**src/rtl/fetch_stage.sv**
```systemverilog
// ---------------------------------------------------------------------------
// fetch_stage
//
// Instruction-fetch front end. Owns the program counter, issues word reads to
// instruction memory over a valid/ready request channel, and tags each
// in-order response with its PC. The tagged instructions are buffered in a
// small FIFO and handed to decode over a valid/ready output. A redirect
// flushes everything and restarts fetch at a new PC. A halt stops new
// fetches until the next redirect.
//
// Parameters
//   RESET_PC    first PC fetched after reset
//   FIFO_DEPTH  output buffer entries; also the credit limit on in-flight
//               plus buffered instructions (2, 4 or 8)
//
// Ports
//   clk, reset                       clock, synchronous active-high reset
//   imem_req_valid/ready/addr        fetch request channel (word address)
//   imem_resp_valid/data             in-order responses, >= 1 cycle latency
//   out_valid/ready, out_instr/pc    instruction stream to decode
//   redirect_valid, redirect_pc      flush and restart at redirect_pc
//   halt                             stop issuing fetches (sticky)
// ---------------------------------------------------------------------------
module fetch_stage #(
  parameter logic [31:0] RESET_PC   = 32'h0000_0000,
  parameter int          FIFO_DEPTH = 2
) (
  input  logic        clk,
  input  logic        reset,
  output logic        imem_req_valid,
  input  logic        imem_req_ready,
  output logic [31:0] imem_req_addr,
  input  logic        imem_resp_valid,
  input  logic [31:0] imem_resp_data,
  output logic        out_valid,
  input  logic        out_ready,
  output logic [31:0] out_instr,
  output logic [31:0] out_pc,
  input  logic        redirect_valid,
  input  logic [31:0] redirect_pc,
  input  logic        halt
);

  localparam int PW = $clog2(FIFO_DEPTH);
  localparam int CW = $clog2(FIFO_DEPTH + 1);
  localparam logic [CW-1:0] DEPTH_C = CW'(FIFO_DEPTH);

  typedef enum logic {RUN, HALTED} state_t;

  state_t        state;
  logic [31:0]   pc;
  logic [CW-1:0] outstanding;
  logic [CW-1:0] drop_cnt;
  logic [CW-1:0] fifo_count;
  logic [PW-1:0] fifo_head;
  logic [PW-1:0] fifo_tail;
  logic [PW-1:0] tag_head;
  logic [PW-1:0] tag_tail;

  logic [31:0]   fifo_instr [FIFO_DEPTH];
  logic [31:0]   fifo_pc    [FIFO_DEPTH];
  logic [31:0]   tag_pc     [FIFO_DEPTH];

  logic          pop;
  logic          req_fire;
  logic          resp_drop;
  logic          resp_push;
  logic [CW:0]   credit_used;
  logic          credit_ok;

  // Handshake decode. The credit counts every instruction that will need a
  // FIFO slot (in flight or already buffered), minus the one leaving this
  // cycle, so the FIFO and tag queue can never overflow. Responses that
  // arrive in a redirect cycle belong to the old stream and are never pushed.
  always_comb begin
    out_valid      = (fifo_count != '0);
    pop            = out_valid && out_ready;
    credit_used    = {1'b0, outstanding} + {1'b0, fifo_count} - {{CW{1'b0}}, pop};
    credit_ok      = (credit_used < {1'b0, DEPTH_C});
    imem_req_valid = !reset && (state == RUN) && !redirect_valid && credit_ok;
    imem_req_addr  = pc;
    req_fire       = imem_req_valid && imem_req_ready;
    resp_drop      = imem_resp_valid && (drop_cnt != '0);
    resp_push      = imem_resp_valid && (drop_cnt == '0) && !redirect_valid;
    out_instr      = out_valid ? fifo_instr[fifo_head] : '0;
    out_pc         = out_valid ? fifo_pc[fifo_head]    : '0;
  end

  // Control state: PC, run/halt, in-flight and drop counters, pointers.
  // A redirect wins over everything except reset: every response still in
  // flight (other than one landing this very cycle, which is ignored here)
  // is marked for dropping, and the FIFO and tag queue are emptied.
  always_ff @(posedge clk) begin
    if (reset) begin
      state       <= RUN;
      pc          <= RESET_PC;
      outstanding <= '0;
      drop_cnt    <= '0;
      fifo_count  <= '0;
      fifo_head   <= '0;
      fifo_tail   <= '0;
      tag_head    <= '0;
      tag_tail    <= '0;
    end else begin
      outstanding <= outstanding + CW'(req_fire) - CW'(imem_resp_valid);
      if (redirect_valid) begin
        drop_cnt   <= outstanding - CW'(imem_resp_valid);
        fifo_count <= '0;
        fifo_head  <= '0;
        fifo_tail  <= '0;
        tag_head   <= '0;
        tag_tail   <= '0;
        pc         <= redirect_pc & 32'hFFFF_FFFC;
        state      <= RUN;
      end else begin
        if (resp_drop) begin
          drop_cnt <= drop_cnt - CW'(1);
        end
        if (req_fire) begin
          pc       <= pc + 32'd4;
          tag_tail <= tag_tail + PW'(1);
        end
        if (resp_push) begin
          fifo_tail <= fifo_tail + PW'(1);
          tag_head  <= tag_head + PW'(1);
        end
        if (pop) begin
          fifo_head <= fifo_head + PW'(1);
        end
        fifo_count <= fifo_count + CW'(resp_push) - CW'(pop);
        if (state == RUN && halt) begin
          state <= HALTED;
        end
      end
    end
  end

  // Storage for the tag queue and output FIFO. Contents need no reset since
  // the pointers and count decide what is visible.
  always_ff @(posedge clk) begin
    if (!reset && req_fire) begin
      tag_pc[tag_tail] <= pc;
    end
    if (!reset && resp_push) begin
      fifo_instr[fifo_tail] <= imem_resp_data;
      fifo_pc[fifo_tail]    <= tag_pc[tag_head];
    end
  end

  // A response with nothing in flight means the memory broke the protocol.
  resp_has_request : assert property (@(posedge clk) disable iff (reset)
    imem_resp_valid |-> (outstanding != '0));

endmodule
```
**config.mk**
```make
export PLATFORM = sky130hd
export DESIGN_NAME = fetch_stage
export DESIGN_NICKNAME = d
export VERILOG_FILES = /design/src/rtl/fetch_stage.sv
export SDC_FILE = /design/constraint.sdc
export NUM_CORES = 1
export LEC_CHECK = 0
export CORE_ASPECT_RATIO = 0.9
export CORE_MARGIN = 4
export CORE_UTILIZATION = 56
export CTS_CLUSTER_DIAMETER = 200
export DETAILED_ROUTE_END_ITERATION = 16
export GPL_TIMING_DRIVEN = 0
export PLACE_DENSITY = 0.81
export SLEW_MARGIN = 15
export SYNTH_ARGS = -nofsm -noshare
export SYNTH_HDL_FRONTEND = slang
export SYNTH_SLANG_ARGS = --single-unit
```
**constraint.sdc**
```tcl
create_clock -name clk -period 15.55 [get_ports clk]
set_input_delay 3.11 -clock clk [delete_from_list [all_inputs] [get_ports clk]]
set_output_delay 3.11 -clock clk [all_outputs]
set_load 0.02 [all_outputs]
```
* Word level (Yosys, flattened, before mapping)
Memory sizes are Yosys's and may differ from the RTL's. A register that Yosys moved wholly into a read port is not among the register bits.
Cells that the tools add are included.
** Word-level totals
- Output and inout bits :: 98
- Memories kept :: 3
- Bits in registers :: 43
- Memory bits (writable) :: 192
** Operators by class
- Bitwise gates (word level) :: 1
- Reductions and logical operators :: 19
- Add/sub/neg operators :: 13
- $lt $le $gt $ge :: 1
- Muxes and demuxes :: 16
** Memory list
- fifo_instr :: words 2, width 32, rd ports 1, clocked after Yosys merged registers in 1, wr ports 1, RTL line 60 : logic [31:0] fifo_instr [FIFO_DEPTH];
- fifo_pc :: words 2, width 32, rd ports 1, clocked after Yosys merged registers in 1, wr ports 1, RTL line 61 : logic [31:0] fifo_pc [FIFO_DEPTH];
- tag_pc :: words 2, width 32, rd ports 1, clocked after Yosys merged registers in 1, wr ports 1, RTL line 62 : logic [31:0] tag_pc [FIFO_DEPTH];
** Operator list (number)
- $mux 32 :: 4
- $add 32x3->32 const B :: 1
- $logic_and 1x1->1 :: 11
- $mux 1 :: 10
- $reduce_bool 2->1 :: 4
- $sub 2x1->2 :: 3
- $add 1x1->1 const B :: 4
- $add 2x1->2 :: 2
- $mux 2 :: 2
- $add 2x2->3 :: 1
- $lt 3x2->1 const B :: 1
- $sub 3x1->3 :: 1
- $logic_not 1->1 :: 2
- $logic_not 2->1 :: 1
- $reduce_or 2->1 :: 1
- $sub 2x1->2 const B :: 1
- $not 1->1 :: 1

* Depth between registers and ports, before layout
- Depth after elaboration :: 9
- Depth in mapped cells :: 13
- Mapped depth without buffers :: 12

* Worst setup path before layout
OpenSTA, ideal clock, no wires.
- Path kind :: input to register
- From :: input redirect_valid
- To :: memory fifo_instr[0][0], enable pin
- Data required time :: 14.915 ns
- Stages on the path :: 3
- Setup slack :: 5.416 ns
- Arrival :: 9.499 ns
- Path buffers :: 2
- Setup time :: 0.635 ns
- Path through :: clkbuf_1 > buf_1 > nor4_1
** Between the ends
- Longest elaborated chain between the ends :: 5
** RTL lines
- start: declaration :: RTL line 39 : input logic redirect_valid,
- $logic_not 1->1 :: RTL line 84 : resp_push = imem_resp_valid && (drop_cnt == '0) && !redirect_valid;
- $logic_and 1x1->1 :: RTL line 84
- $logic_and 1x1->1 :: RTL line 144 : if (!reset && resp_push) begin
- $mux 1 :: RTL line 144
- $mux 1 (not written as such) :: RTL line 145 : fifo_instr[fifo_tail] <= imem_resp_data;
- end: declaration :: RTL line 60
No other way between the ends.

* Worst setup path in the final report
- From :: input out_ready
- To :: output imem_req_valid
** Between the ends
- Longest elaborated chain between the ends :: 4
** RTL lines
- start: declaration :: RTL line 36 : input logic out_ready,
- $logic_and 1x1->1 :: RTL line 77 : pop = out_valid && out_ready;
- $sub 3x1->3 :: RTL line 78 : credit_used = {1'b0, outstanding} + {1'b0, fifo_count} - {{CW{1'b0}}, pop};
- $lt 3x2->1 :: RTL line 79 : credit_ok = (credit_used < {1'b0, DEPTH_C});
- $logic_and 1x1->1 :: RTL line 80 : imem_req_valid = !reset && (state == RUN) && !redirect_valid && credit_ok;
- end: declaration :: RTL line 30 : output logic imem_req_valid,
No other way between the ends.

==> impl_metrics.env <==
export IMPL_run_status="finished clean"
export IMPL_min_delay_path_class="flop to flop"
export IMPL_via_per_inst=5.68
export IMPL_timing_fmax_mhz=112
export IMPL_antenna_left=0
export IMPL_setup_tns_ns=0
export IMPL_maximum_number_of_pins_on_one_net_before_global_route_repair=31
export IMPL_placed_cells=1047
export IMPL_fin_nets=944
export IMPL_regToRegEndpoint="tag_pc[0][16]"
export IMPL_initial_utilization_pct=57.2
export IMPL_rsz0062_at_grt="false"
export IMPL_post_placement_worst_setup_slack_ns=6.69
export IMPL_report_power_total_mw=1.39
export IMPL_setup_viol_count_final=0
export IMPL_postLayoutCellArea_um2=12100
export IMPL_global_route_overflow_total=0
export IMPL_drcViolationCount=0
export IMPL_r2r_cells=10
export IMPL_timing_setup_critical_path_class="input port to primary output"
export IMPL_setup_reg_to_reg_worst_slack_ns=12.04
export IMPL_leakage_nw=3.91
export IMPL_critical_path_required_ns=12.44
export IMPL_global_route_wire_length_before_repair_um=33800
export IMPL_total_half_perimeter_wirelength_after_legalization_and_detailed_placement_um=15400
export IMPL_synth_top_area_share_pct=59.6
export IMPL_path_clk_slew_ns=0.06
export IMPL_cts_hold_buffers_added=0
export IMPL_tritoncts="yes"
export IMPL_clock_tree_root_cell="clkbuf_16"
export IMPL_cp_start_kind="input port"
export IMPL_first_iter_violations=528
export IMPL_synth_avg_cell_area_um2=14.0
export IMPL_placement_rows=44
export IMPL_critical_path_startpoint="out_ready"
export IMPL_die_width_um=144
export IMPL_synth_top_cells_by_area="edfxtp_1 (60%), dfxtp_1 (9.3%), mux2i_1 (6.8%)"
export IMPL_grt_use_total_pct=23.2
export IMPL_drv_slew=0
export IMPL_dr_total_vias=6187
export IMPL_finalNonFillerCells=1089
export IMPL_cts_resized=0
export IMPL_cp_arrival_ns=5.80
export IMPL_fin_crit_ns=8.91
export IMPL_cts_path_max_buffers=3
export IMPL_synthesis_yosys_warnings=0
export IMPL_critical_path_peak_fanout=4
export IMPL_sequential_share_of_the_synthesized_area_pct=68.9
export IMPL_fin_crit_sh_pct=57.3
export IMPL_postRouteWirelength_um=21700
export IMPL_routabilityCongestion=0.954
export IMPL_postSynthRegisterBits=227
export IMPL_synth_edf_count=184
export IMPL_power_ir_vdd_worst_mv=0.0834
export IMPL_timing_critical_path_to="imem_req_valid"
export IMPL_yosys_cell_types_count=48
export IMPL_utilization_pct=74.6
export IMPL_netlist_area_um2=9270
export IMPL_yosys_area_top_type="edfxtp_1"
export IMPL_leading_register_cell_type_out_of_synthesis="edfxtp_1"
export IMPL_areaGrowthSynthToFinish_pct=30.3
export IMPL_report_final_hold_viol_count=0
export IMPL_worst_setup_ep_type="primary output"
export IMPL_ios=169
export IMPL_finClkSkew_ns=0.0147
export IMPL_post_cts_setup_buffer_count=0
export IMPL_diodes_inserted=0
export IMPL_detailedRoute_firstPassIterationCount=5
export IMPL_core_area_um2=16200
export IMPL_synth_cells=663
export IMPL_placement_io_buffers=162
export IMPL_via_count_of_the_first_global_routing_pass=6383
export IMPL_max_cap_violations=0
export IMPL_cts_htree_levels=1
export IMPL_clock_sink_count=227
export IMPL_die_area_um2=18700
export IMPL_worst_r2r_startpoint="fifo_count[1]"
export IMPL_placement_cell_area_um2=11300
export IMPL_timing_max_slew_rel_slack_pct=24.8
export IMPL_die_h_um=130
export IMPL_layout_setup_ws_ns=6.64
export IMPL_cts_buffers=23
export IMPL_final_layout_size_suffix_gt1_share_pct=10.1
export IMPL_routedWlPerCell_um=20.0
export IMPL_antenna_violations_before_repair=0
export IMPL_power_per_cell_area_nw_per_um2=115
export IMPL_clk_latency_ns=0.51
export IMPL_hold_slack_ns=0.513
export IMPL_timing_worst_slew_pin_value_ns=1.12
export IMPL_synthArstFlopShare_pct=0
## logic make-up (layout without fill, tap and decap cells)
kind of cell               Yosys count  count (layout)  synth area share, %
buffers and inverters               53             269                 2.31
adders and majority gates            8               8                 1.16
and+or+nand+nor                    200             200                 10.3
AOI/OAI and AO/OA                   50              50                 3.78
muxes                               94              94                 10.6
xor gates and xnor gates            30              30                 2.84
DFF                                227             227                 68.9
other                                1               4               0.0405
## report_power, final
group	internal (mW)	switching (mW)
registers	0.679	0.0165
clock network	0.327	0.216
logic	0.0681	0.0814
## worst min path at each step
stage,startpoint,endpoint,depth (start not counted)
2_1_floorplan,state,state,2
4_1_cts,state,state,2
3_5_place_dp,state,state,2
3_3_place_gp,tag_head,tag_head,2
5_1_grt,imem_req_addr[28],tag_pc[0][28],0
6_report,state,state,2
## critical path, stage by stage
cell and delay (ns):
clkdlybuf4s50_1 0.54, nor3b_1 0.34, o21ai_0 0.18, fa_1 0.52, nand2b_1 0.15, nor3_1 0.30
clkdlybuf4s50_1 0.66
## cell usage in the layout, fill, tap and decap left out, types with 10 or more instances in the layout
cell type,count
nor3_1,14
clkdlybuf4s50_1,162
xnor2_1,22
buf_4,10
a211oi_1,16
inv_1,14
clkbuf_16,23
dfxtp_1,43
nand3_1,14
clkbuf_1,33
nor2_1,94
nand4_1,12
mux2_2,30
nand2_1,24
edfxtp_1,184
mux2i_1,63
## registers in the layout, summed over array words and instances (netlist names), named ones only
| name | count |
|---|---|
| imem_req_addr | 30 |
| fifo_head | 1 |
| fifo_instr | 64 |
| fifo_tail | 1 |
| tag_tail | 1 |
| state | 1 |
| tag_pc | 60 |
| fifo_pc | 60 |
| outstanding | 2 |
| tag_head | 1 |
| drop_cnt | 2 |
| fifo_count | 2 |
## synth_stat cells (2+ instances only)
master	number
nand2_1	24
o21ai_0	3
nor2_1	96
xnor2_1	22
nor3_1	14
a311oi_1	4
edfxtp_1	184
clkbuf_1	28
buf_4	4
a21o_1	2
inv_1	14
mux2_2	30
and2_1	5
nand4_1	12
a21oi_1	9
nor4_1	8
a211oi_1	16
o31ai_1	3
ha_1	7
mux2i_1	63
or3_1	3
o22ai_1	2
nand2b_1	2
nor2b_1	3
buf_1	6
xor2_1	8
and3_1	4
dfxtp_1	43
o311ai_0	2
o211ai_1	2
or4_1	5
a31oi_1	4
and4_1	3
nand3_1	14
## cell type report
class | instances | area (um^2)
multi-input combinational | 386 | 2700
tap | 207 | 259
timing repair buffer | 174 | 1770
sequential | 227 | 6390
fill | 1008 | 4110
buffer | 38 | 158
inverter | 15 | 56.3
clock buffer | 29 | 608
clock inverter | 13 | 139
## layer usage
metal	routed length (um)	up-vias	track usage (%)
met2	10600	339	40.0
met1	8560	2937	30.1
met5	0	-	0
met4	531	0	6.87
met3	2030	56	4.51
li1	-	2855	-
Note: power is estimated with default switching activity, not from simulation.
